===== src/rtl/alu_pkg.sv =====
// Shared ALU definitions: opcode encodings and the arbiter FSM states.
package alu_pkg;

    localparam logic [3:0] OP_AND = 4'b0000;
    localparam logic [3:0] OP_OR  = 4'b0001;
    localparam logic [3:0] OP_ADD = 4'b0010;
    localparam logic [3:0] OP_XOR = 4'b0011;
    localparam logic [3:0] OP_SUB = 4'b0110;
    localparam logic [3:0] OP_EQ  = 4'b1000;

    typedef enum logic [1:0] {
        IDLE,
        EXEC,
        RESP
    } state_t;

endpackage


===== src/rtl/alu.sv =====
// Combinational ALU; unknown opcodes yield zero.
import alu_pkg::*;

module alu #(
    parameter int DATA_WIDTH    = 32,
    parameter int OPCODE_LENGTH = 4
) (
    input  logic [DATA_WIDTH-1:0]    srca,
    input  logic [DATA_WIDTH-1:0]    srcb,
    input  logic [OPCODE_LENGTH-1:0] op,
    output logic [DATA_WIDTH-1:0]    result
);

    always_comb begin
        result = '0;
        case (op)
            OPCODE_LENGTH'(OP_AND): result = srca & srcb;
            OPCODE_LENGTH'(OP_OR):  result = srca | srcb;
            OPCODE_LENGTH'(OP_ADD): result = srca + srcb;
            OPCODE_LENGTH'(OP_XOR): result = srca ^ srcb;
            OPCODE_LENGTH'(OP_SUB): result = srca - srcb;
            OPCODE_LENGTH'(OP_EQ):  result = DATA_WIDTH'(srca == srcb);
            default:                result = '0;
        endcase
    end

endmodule


===== src/rtl/alu_arbiter.sv =====
// Two-requester round-robin front end sharing one ALU,
// one transaction in flight at a time.
import alu_pkg::*;

module alu_arbiter #(
    parameter int DATA_WIDTH    = 32,
    parameter int OPCODE_LENGTH = 4
) (
    input  logic                     clk,
    input  logic                     rst_n,
    input  logic                     req0_valid,
    output logic                     req0_ready,
    input  logic [DATA_WIDTH-1:0]    req0_srca,
    input  logic [DATA_WIDTH-1:0]    req0_srcb,
    input  logic [OPCODE_LENGTH-1:0] req0_op,
    input  logic                     req1_valid,
    output logic                     req1_ready,
    input  logic [DATA_WIDTH-1:0]    req1_srca,
    input  logic [DATA_WIDTH-1:0]    req1_srcb,
    input  logic [OPCODE_LENGTH-1:0] req1_op,
    output logic                     rsp0_valid,
    input  logic                     rsp0_ready,
    output logic [DATA_WIDTH-1:0]    rsp0_result,
    output logic                     rsp1_valid,
    input  logic                     rsp1_ready,
    output logic [DATA_WIDTH-1:0]    rsp1_result,
    output logic                     busy
);

    state_t                   state;
    state_t                   next_state;
    logic                     last_grant;
    logic                     grant_q;
    logic                     gnt;
    logic                     accept;
    logic [DATA_WIDTH-1:0]    srca_q;
    logic [DATA_WIDTH-1:0]    srcb_q;
    logic [OPCODE_LENGTH-1:0] op_q;
    logic [DATA_WIDTH-1:0]    result_q;
    logic [DATA_WIDTH-1:0]    alu_result;

    alu #(
        .DATA_WIDTH    (DATA_WIDTH),
        .OPCODE_LENGTH (OPCODE_LENGTH)
    ) u_alu (
        .srca   (srca_q),
        .srcb   (srcb_q),
        .op     (op_q),
        .result (alu_result)
    );

    always_ff @(posedge clk or negedge rst_n) begin
        if (!rst_n) state <= IDLE;
        else        state <= next_state;
    end

    // Tie goes to whoever did not win last; a lone requester always wins.
    always_comb begin
        next_state = state;
        req0_ready = 1'b0;
        req1_ready = 1'b0;
        accept     = 1'b0;
        if (req0_valid && req1_valid) gnt = ~last_grant;
        else                          gnt = ~req0_valid;
        unique case (state)
            IDLE: begin
                if (rst_n && (req0_valid || req1_valid)) begin
                    accept     = 1'b1;
                    req0_ready = ~gnt;
                    req1_ready = gnt;
                    next_state = EXEC;
                end
            end
            EXEC: next_state = RESP;
            RESP: begin
                if (grant_q ? rsp1_ready : rsp0_ready) next_state = IDLE;
            end
            default: next_state = IDLE;
        endcase
    end

    always_ff @(posedge clk or negedge rst_n) begin
        if (!rst_n) begin
            last_grant <= 1'b1;
            grant_q    <= 1'b0;
            srca_q     <= '0;
            srcb_q     <= '0;
            op_q       <= '0;
            result_q   <= '0;
        end else begin
            if (accept) begin
                grant_q <= gnt;
                srca_q  <= gnt ? req1_srca : req0_srca;
                srcb_q  <= gnt ? req1_srcb : req0_srcb;
                op_q    <= gnt ? req1_op   : req0_op;
            end
            if (state == EXEC) begin
                result_q   <= alu_result;
                last_grant <= grant_q;
            end
        end
    end

    assign rsp0_valid  = (state == RESP) && !grant_q;
    assign rsp1_valid  = (state == RESP) && grant_q;
    assign rsp0_result = rsp0_valid ? result_q : '0;
    assign rsp1_result = rsp1_valid ? result_q : '0;
    assign busy        = (state != IDLE);

endmodule


===== config.mk =====
export PLATFORM = sky130hd
export DESIGN_NAME = alu_arbiter
export DESIGN_NICKNAME = d
export VERILOG_FILES = /design/src/rtl/alu_pkg.sv /design/src/rtl/alu.sv /design/src/rtl/alu_arbiter.sv
export SDC_FILE = /design/constraint.sdc
export NUM_CORES = 1
export LEC_CHECK = 0
export CAP_MARGIN = 25
export CORE_ASPECT_RATIO = 1.25
export CORE_MARGIN = 4
export CORE_UTILIZATION = 48
export DETAILED_ROUTE_END_ITERATION = 12
export GPL_ROUTABILITY_DRIVEN = 0
export PLACE_DENSITY = 0.79
export SYNTH_ARGS = -nofsm -noshare
export SYNTH_HDL_FRONTEND = slang
export SYNTH_SLANG_ARGS = --single-unit

===== constraint.sdc =====
create_clock -name clk -period 2.8 [get_ports clk]
set_input_delay 0.28 -clock clk [delete_from_list [all_inputs] [get_ports clk]]
set_output_delay 0.28 -clock clk [all_outputs]
set_load 0.02 [all_outputs]

==> results by group, run 1 <==
Yosys
  – Gate Count Post-Synth: 1272
  – Cell Area, Synth: 10000 µm²
  – Synth warn: 0
  – Distinct cell type count after synthesis: 84
  – Primary FF master, synth: dfrtp_1
  – Mean Syn Cell Area: 7.88 µm²
  – Synth Net Count: 1517
  – Post-synth EDFFs: 0
  – Post-synthesis register bit count: 104
  – Post-synthesis sequential area ratio: 26.0%
  – Async SR Flop Fraction: 100%

Final layout
  – Design area: 14500 µm²
  – Most common cell after layout, fill and taps aside: clkdlybuf4s50_1
  – Final core occ: 71.4%
  – Commonest non-fill, non-tap cells in the layout: 209 x clkdlybuf4s50_1, 199 x buf_4, 137 x nand2_1
  – Diodes inserted: 0
  – Nets: 1862
  – Area grow syn2layout: 44.6%
  – Finished Layout Cells: 1892
  – Layout cells sized above 1: 20.2%

Drt
  – Total wire length: 34800 µm
  – Post-DRT Antenna Nets: 0
  – Drt first pass iters: 7
  – Vias/cell: 6.03
  – Drt initial violations: 1655
  – DR vias: 11400
  – Drt wl/cell: 18.4 µm
  – Residual DRC: 0

Floorplan
  – Die area: 23300 µm²
  – Die Ht: 170 µm
  – DIE WIDTH: 137 µm
  – Ports: 211
  – Core area: 20300 µm²
  – Starting Density: 49.4%
  – Row count: 58

Pwr
  – VDD IR max: 0.595 mV
  – Pwr/cell area: 1340 nW/µm²
  – Leakage: 6.65 nW

Placement
  – Placed insts: 1864
  – Pre-CTS setup slack: -0.246 ns
  – Detailed placer's ending HPWL: 26300 µm
  – Area after DPL: 13700 µm²
  – I/O Buffers: 210

Timing
  – Slew @ Worst Pin: 0.675 ns
  – Max Freq: 332 MHz
  – Post-route setup slack: -0.215 ns
  – Final setup violation count: 13
  – Fin Clk Skew: 0.00928 ns
  – Count of final hold-check violations: 0
  – Max-Slew Margin vs Limit: 55.0%
  – Hold slack: 0.481 ns
  – Period utilization: 108%
  – Clock period minus worst slack: 3.02 ns
  – Unrepaired setup endpoints after global routing: yes
  – Slew Limit Fails: 0

Global route
  – Gr usage total: 28.3%
  – First-pass GRT wire length: 53300 µm
  – GRT overflow: 0
  – Vias in the first global route: 10700
  – Largest net degree at the start of global routing: 139
  – Initial antenna violation count: 0

Clocking
  – CTS clk-pin slew, worst paths: 0.08 ns
  – Clk sinks: 104
  – TritonCTS clock tree: built
  – Bufs on Longest Clock Path: 2
  – Cts bufs inserted: 9
  – Clock root cell: clkbuf_16
  – Htree depth: 3
  – Worst skew pair latency: 0.37 ns

Critical path
  – Crit path capture type: flip-flop
  – Element type at the critical path start: flip-flop
  – CP Data Arrival Time: 3.28 ns
  – WP data required: 3.06 ns
  – Crit Path Max Fanout: 4
  – Crit Path Category: flip-flop to flip-flop

Outcome
  – Status: finished, violations left
  – Failing checks: setup timing

Run
  – Max cap viols: 0

Worst hold path
  – HP Class: input pin to async pin
-- power breakdown --
group / switching (mW) / internal [mW]
logic: 8.62 / 6.75
clock network: 0.659 / 0.717
registers: 0.589 / 2.16
-- what timing repair did --
item                       CTS  global route
hold endpoints to repair     1             0
resized for setup           29            59
buffers inserted             3             8
gates cloned                 0             0
hold buffers                 1             0
setup endpoints to repair   19            24
pin swaps                   18            19
-- metal layers --
| metal | wire length (µm) | track usage, % | part of all wire (%) | vias up |
|---|---|---|---|---|
| li1 | - | - | - | 5195 |
| met1 | 12900 | 35.6 | 37 | 5167 |
| met2 | 16100 | 47.5 | 46 | 831 |
| met3 | 3930 | 5.46 | 11 | 219 |
| met4 | 1890 | 11.8 | 5.4 | 0 |
| met5 | 0 | 0 | 0 | - |
-- registers in the layout (all words and copies together) (netlist names) --
name        flops
result_q       32
grant_q         1
state           2
srca_q         32
op_q            4
srcb_q         32
last_grant      1
-- path summary, 6_finish.rpt --
path	startpoint	to	slack, ns	depth (start not counted)
max	srcb_q[0]	result_q[28]	-0.22	11
min	rst_n	last_grant	0.48	2
max reg2reg	srcb_q[0]	result_q[28]	-0.22	11
min reg2reg	result_q[11]	result_q[11]	0.49	2
max in group asynchronous	rst_n	srcb_q[0]	1.59	3
min in group clk	result_q[11]	result_q[11]	0.49	2
-- metrics by stage --
stage | power, mW | setup TNS, ns
floorplan | 10.6 | 0
global placement | 15.8 | -1.31
detailed placement | 16.1 | -2.34
CTS | 18.0 | -0.837
global route | 20.7 | -2.81
finish | 19.5 | -1.63
-- synth_stat cells (5+ instances only) --
| cell type | number | share of area (%) |
|---|---|---|
| nor4_1 | 9 | 0.56 |
| buf_1 | 7 | 0.26 |
| nand2_1 | 139 | 5.2 |
| a221o_1 | 7 | 0.70 |
| a31oi_1 | 7 | 0.44 |
| nand2b_1 | 13 | 0.81 |
| mux2i_1 | 69 | 6.9 |
| a211oi_1 | 16 | 1.2 |
| o21ai_0 | 115 | 5.7 |
| a2111oi_0 | 5 | 0.44 |
| inv_2 | 8 | 0.30 |
| dfrtp_1 | 103 | 26 |
| o211ai_1 | 16 | 1.2 |
| a221oi_1 | 15 | 1.3 |
| nor2_1 | 87 | 3.3 |
| o21ai_1 | 21 | 1.0 |
| nor3_1 | 20 | 1.0 |
| nor2b_1 | 11 | 0.69 |
| a211o_1 | 5 | 0.44 |
| a22oi_1 | 8 | 0.60 |
| o31ai_1 | 8 | 0.60 |
| nand4_1 | 5 | 0.31 |
| xnor2_1 | 13 | 1.1 |
| a22o_1 | 6 | 0.52 |
| a21o_1 | 10 | 0.75 |
| nand3_1 | 18 | 0.90 |
| buf_2 | 12 | 0.60 |
| a21oi_1 | 88 | 4.4 |
| and2_1 | 68 | 4.2 |
| o21a_1 | 11 | 0.82 |
| o21bai_1 | 12 | 0.90 |
| o221ai_1 | 13 | 1.1 |
| or3_1 | 8 | 0.50 |
| ha_1 | 101 | 13 |
| inv_1 | 87 | 3.3 |
| clkbuf_1 | 57 | 2.1 |
-- kinds of logic after synthesis --
kind of cell             synth area share (%)
AO/OA/AOI/OAI                            26.7
AND/OR/NAND/NOR                          18.9
XOR/XNOR                                 1.31
buffers and inverters                    6.85
adder cells (fa/ha/maj)                  13.0
flip-flops                               26.0
multiplexers                             7.22
-- critical path, cell delays in order (launching register included) --
cell,delay [ns]
dfrtp_2,0.46
ha_4,0.18
fa_2,0.34
o21ba_4,0.24
o311ai_4,0.25
a41o_1,0.32
o31ai_4,0.09
o41ai_4,0.37
nand2_1,0.16
a21oi_2,0.17
a211oi_2,0.05
o311ai_1,0.28
-- area by class of cell --
type | instances | area [µm²]
sequential | 104 | 2610
tap | 270 | 338
multi-input combinational | 992 | 7220
inverter | 97 | 364
clock buffer | 9 | 225
fill | 1583 | 5820
timing repair buffer | 413 | 3660
clock inverter | 7 | 87.6
Power figures use the tool's default switching activity.
==> inputs of run 2 (changes only) <==
Settings changed: CORE_MARGIN 4 to default.
==> results by group, run 2 (synthesized netlist as in run 1, its figures left out) <==
Critical path
  – Crit-path cells: buf_6, ha_4, inv_2, fa_2, and2b_2, o31ai_4, a211oi_2, a41oi_2, a31oi_4, a21oi_2, o21ba_1, a211o_1, a32oi_1
  – Crit Path Category: flip-flop to flip-flop
  – WP data required: 3.09 ns
  – CP max stage cell: dfrtp_2
  – CP Data Arrival Time: 3.35 ns
  – WP buf/inv: 2
  – Critical path depth in cells: 13
  – Crit-path leading delay family: compound AO/OA/AOI/OAI gates
  – Register-to-Register Path Depth: 13
  – Critical path's largest stage delay: 0.42 ns
  – Crit path capture type: flip-flop
  – Element type at the critical path start: flip-flop
  – Crit Path Max Fanout: 4

Timing
  – Fin Clk Skew: 0.00825 ns
  – Max Freq: 326 MHz
  – Max-Slew Margin vs Limit: 37.4%
  – Post-route setup slack: -0.266 ns
  – Hold slack: 0.145 ns
  – Period utilization: 109%
  – Slew Limit Fails: 0
  – Clock period minus worst slack: 3.07 ns
  – Slew @ Worst Pin: 0.930 ns
  – Count of final hold-check violations: 0
  – Final setup violation count: 15
  – TNS Setup: -1.84 ns
  – Unrepaired setup endpoints after global routing: yes

Outcome
  – Failing checks: setup timing
  – Status: finished, violations left

Clocking
  – Hold_buf cts: 0
  – Bufs on Longest Clock Path: 2
  – CTS clk-pin slew, worst paths: 0.08 ns
  – Htree depth: 3
  – Clk sinks: 104
  – Worst skew pair latency: 0.38 ns
  – Clock root cell: clkbuf_16
  – Cts bufs inserted: 9
  – TritonCTS clock tree: built

Floorplan
  – Ports: 211
  – Row count: 58
  – DIE WIDTH: 131 µm
  – Die Ht: 164 µm
  – Starting Density: 49.4%
  – Core area: 20300 µm²
  – Die area: 21500 µm²

Final layout
  – Final core occ: 72.1%
  – Diodes inserted: 0
  – Commonest non-fill, non-tap cells in the layout: 209 x clkdlybuf4s50_1, 200 x buf_4, 137 x nand2_1
  – Most common cell after layout, fill and taps aside: clkdlybuf4s50_1
  – Area grow syn2layout: 46.1%
  – Layout cells sized above 1: 21.6%
  – Finished Layout Cells: 1896
  – Largest regs: result_q: 32 flops, srca_q: 32 flops, srcb_q: 32 flops
  – Nets: 1866

Global route
  – Vias in the first global route: 10900
  – GRT overflow: 0
  – Largest net degree at the start of global routing: 139
  – Gr usage total: 31.6%
  – Initial antenna violation count: 0
  – M1 GR Usage: 38.4%
  – Most Used Layer, Global Route: met2
  – Met3 Usage GRT: 4.93%
  – GR Util met2: 52.8%
  – First-pass GRT wire length: 54600 µm

Worst hold path
  – HP Class: input pin to async pin

Drt
  – Total wire length: 35400 µm
  – Vias/cell: 6.05
  – DR vias: 11500
  – Drt initial violations: 1469
  – Residual DRC: 0
  – Post-DRT Antenna Nets: 0
  – Drt wl/cell: 18.6 µm
  – Drt first pass iters: 6

Pwr
  – Switching Share: 50.9%
  – Internal power: 9.78 mW
  – Switching power: 10.1 mW
  – VDD IR max: 0.700 mV
  – Clock share of power: 6.5%
  – Flop pwr share: 14.0%
  – Pwr/cell area: 1360 nW/µm²
  – Gate power share: 79.5%
  – Leakage: 6.64 nW

Placement
  – I/O Buffers: 210
  – Placed insts: 1860
  – Detailed placer's ending HPWL: 25400 µm

Run
  – Max cap viols: 0
## run 2: cell types whose count changed in the layout (fill, tap and decap cells not counted), sizes merged
cell,delta
buf,+5
bufinv,-1
clkinvlp,+2
dlygate4sd3,-1
inv,-1
## run 2: per-stage QoR
stage / area (µm²) / setup slack (ns) / total power, mW
after global placement: 13600 / -0.140 / 15.6
after global routing: 14600 / -0.349 / 21.0
after CTS: 14200 / -0.226 / 18.1
after floorplan: 10100 / 0.0276 / 10.6
after detailed placement: 13600 / -0.242 / 16.0
final: 14600 / -0.266 / 19.9
## run 2: timing repair
item | 4_1_cts | 5_1_grt
setup buffers | 11 | 10
setup endpoints to repair | 20 | 23
gates cloned | 0 | 0
pin swaps | 19 | 33
resized for setup | 46 | 78
## run 2: layout make-up
class                   count  area (µm²)
repair buffers            417        3700
flip-flops and latches    104        2610
clock buffers               9         225
multi-input cells         992        7350
fillers                  1485        5670
inverters                  97         364
well taps                 270         338
clock inverters             7        63.8
## run 2: power by group through the flow
stage	logic (mW)	clock network, mW	registers [mW]
2_1_floorplan	7.97	0	2.63
3_3_place_gp	12.9	0	2.70
3_5_place_dp	13.2	0	2.76
4_1_cts	14.1	1.30	2.73
5_1_grt	16.8	1.36	2.85
6_report	15.8	1.30	2.78
## run 2: final timing paths
check / startpoint / end / slack, ns
max in group asynchronous: rst_n / srcb_q[19] / 2.15
min in group clk: rst_n / grant_q / 0.33
worst min-delay path: rst_n / srcb_q[26] / 0.14
worst max-delay path: srcb_q[0] / result_q[26] / -0.27
worst max register to register: srcb_q[0] / result_q[26] / -0.27
worst min register to register: result_q[12] / result_q[12] / 0.49
## run 2: routing by layer
layer,wire [µm],part of all wire (%)
met4,2090,5.9
met5,0,0
met2,16500,47
met1,13200,37
met3,3590,10
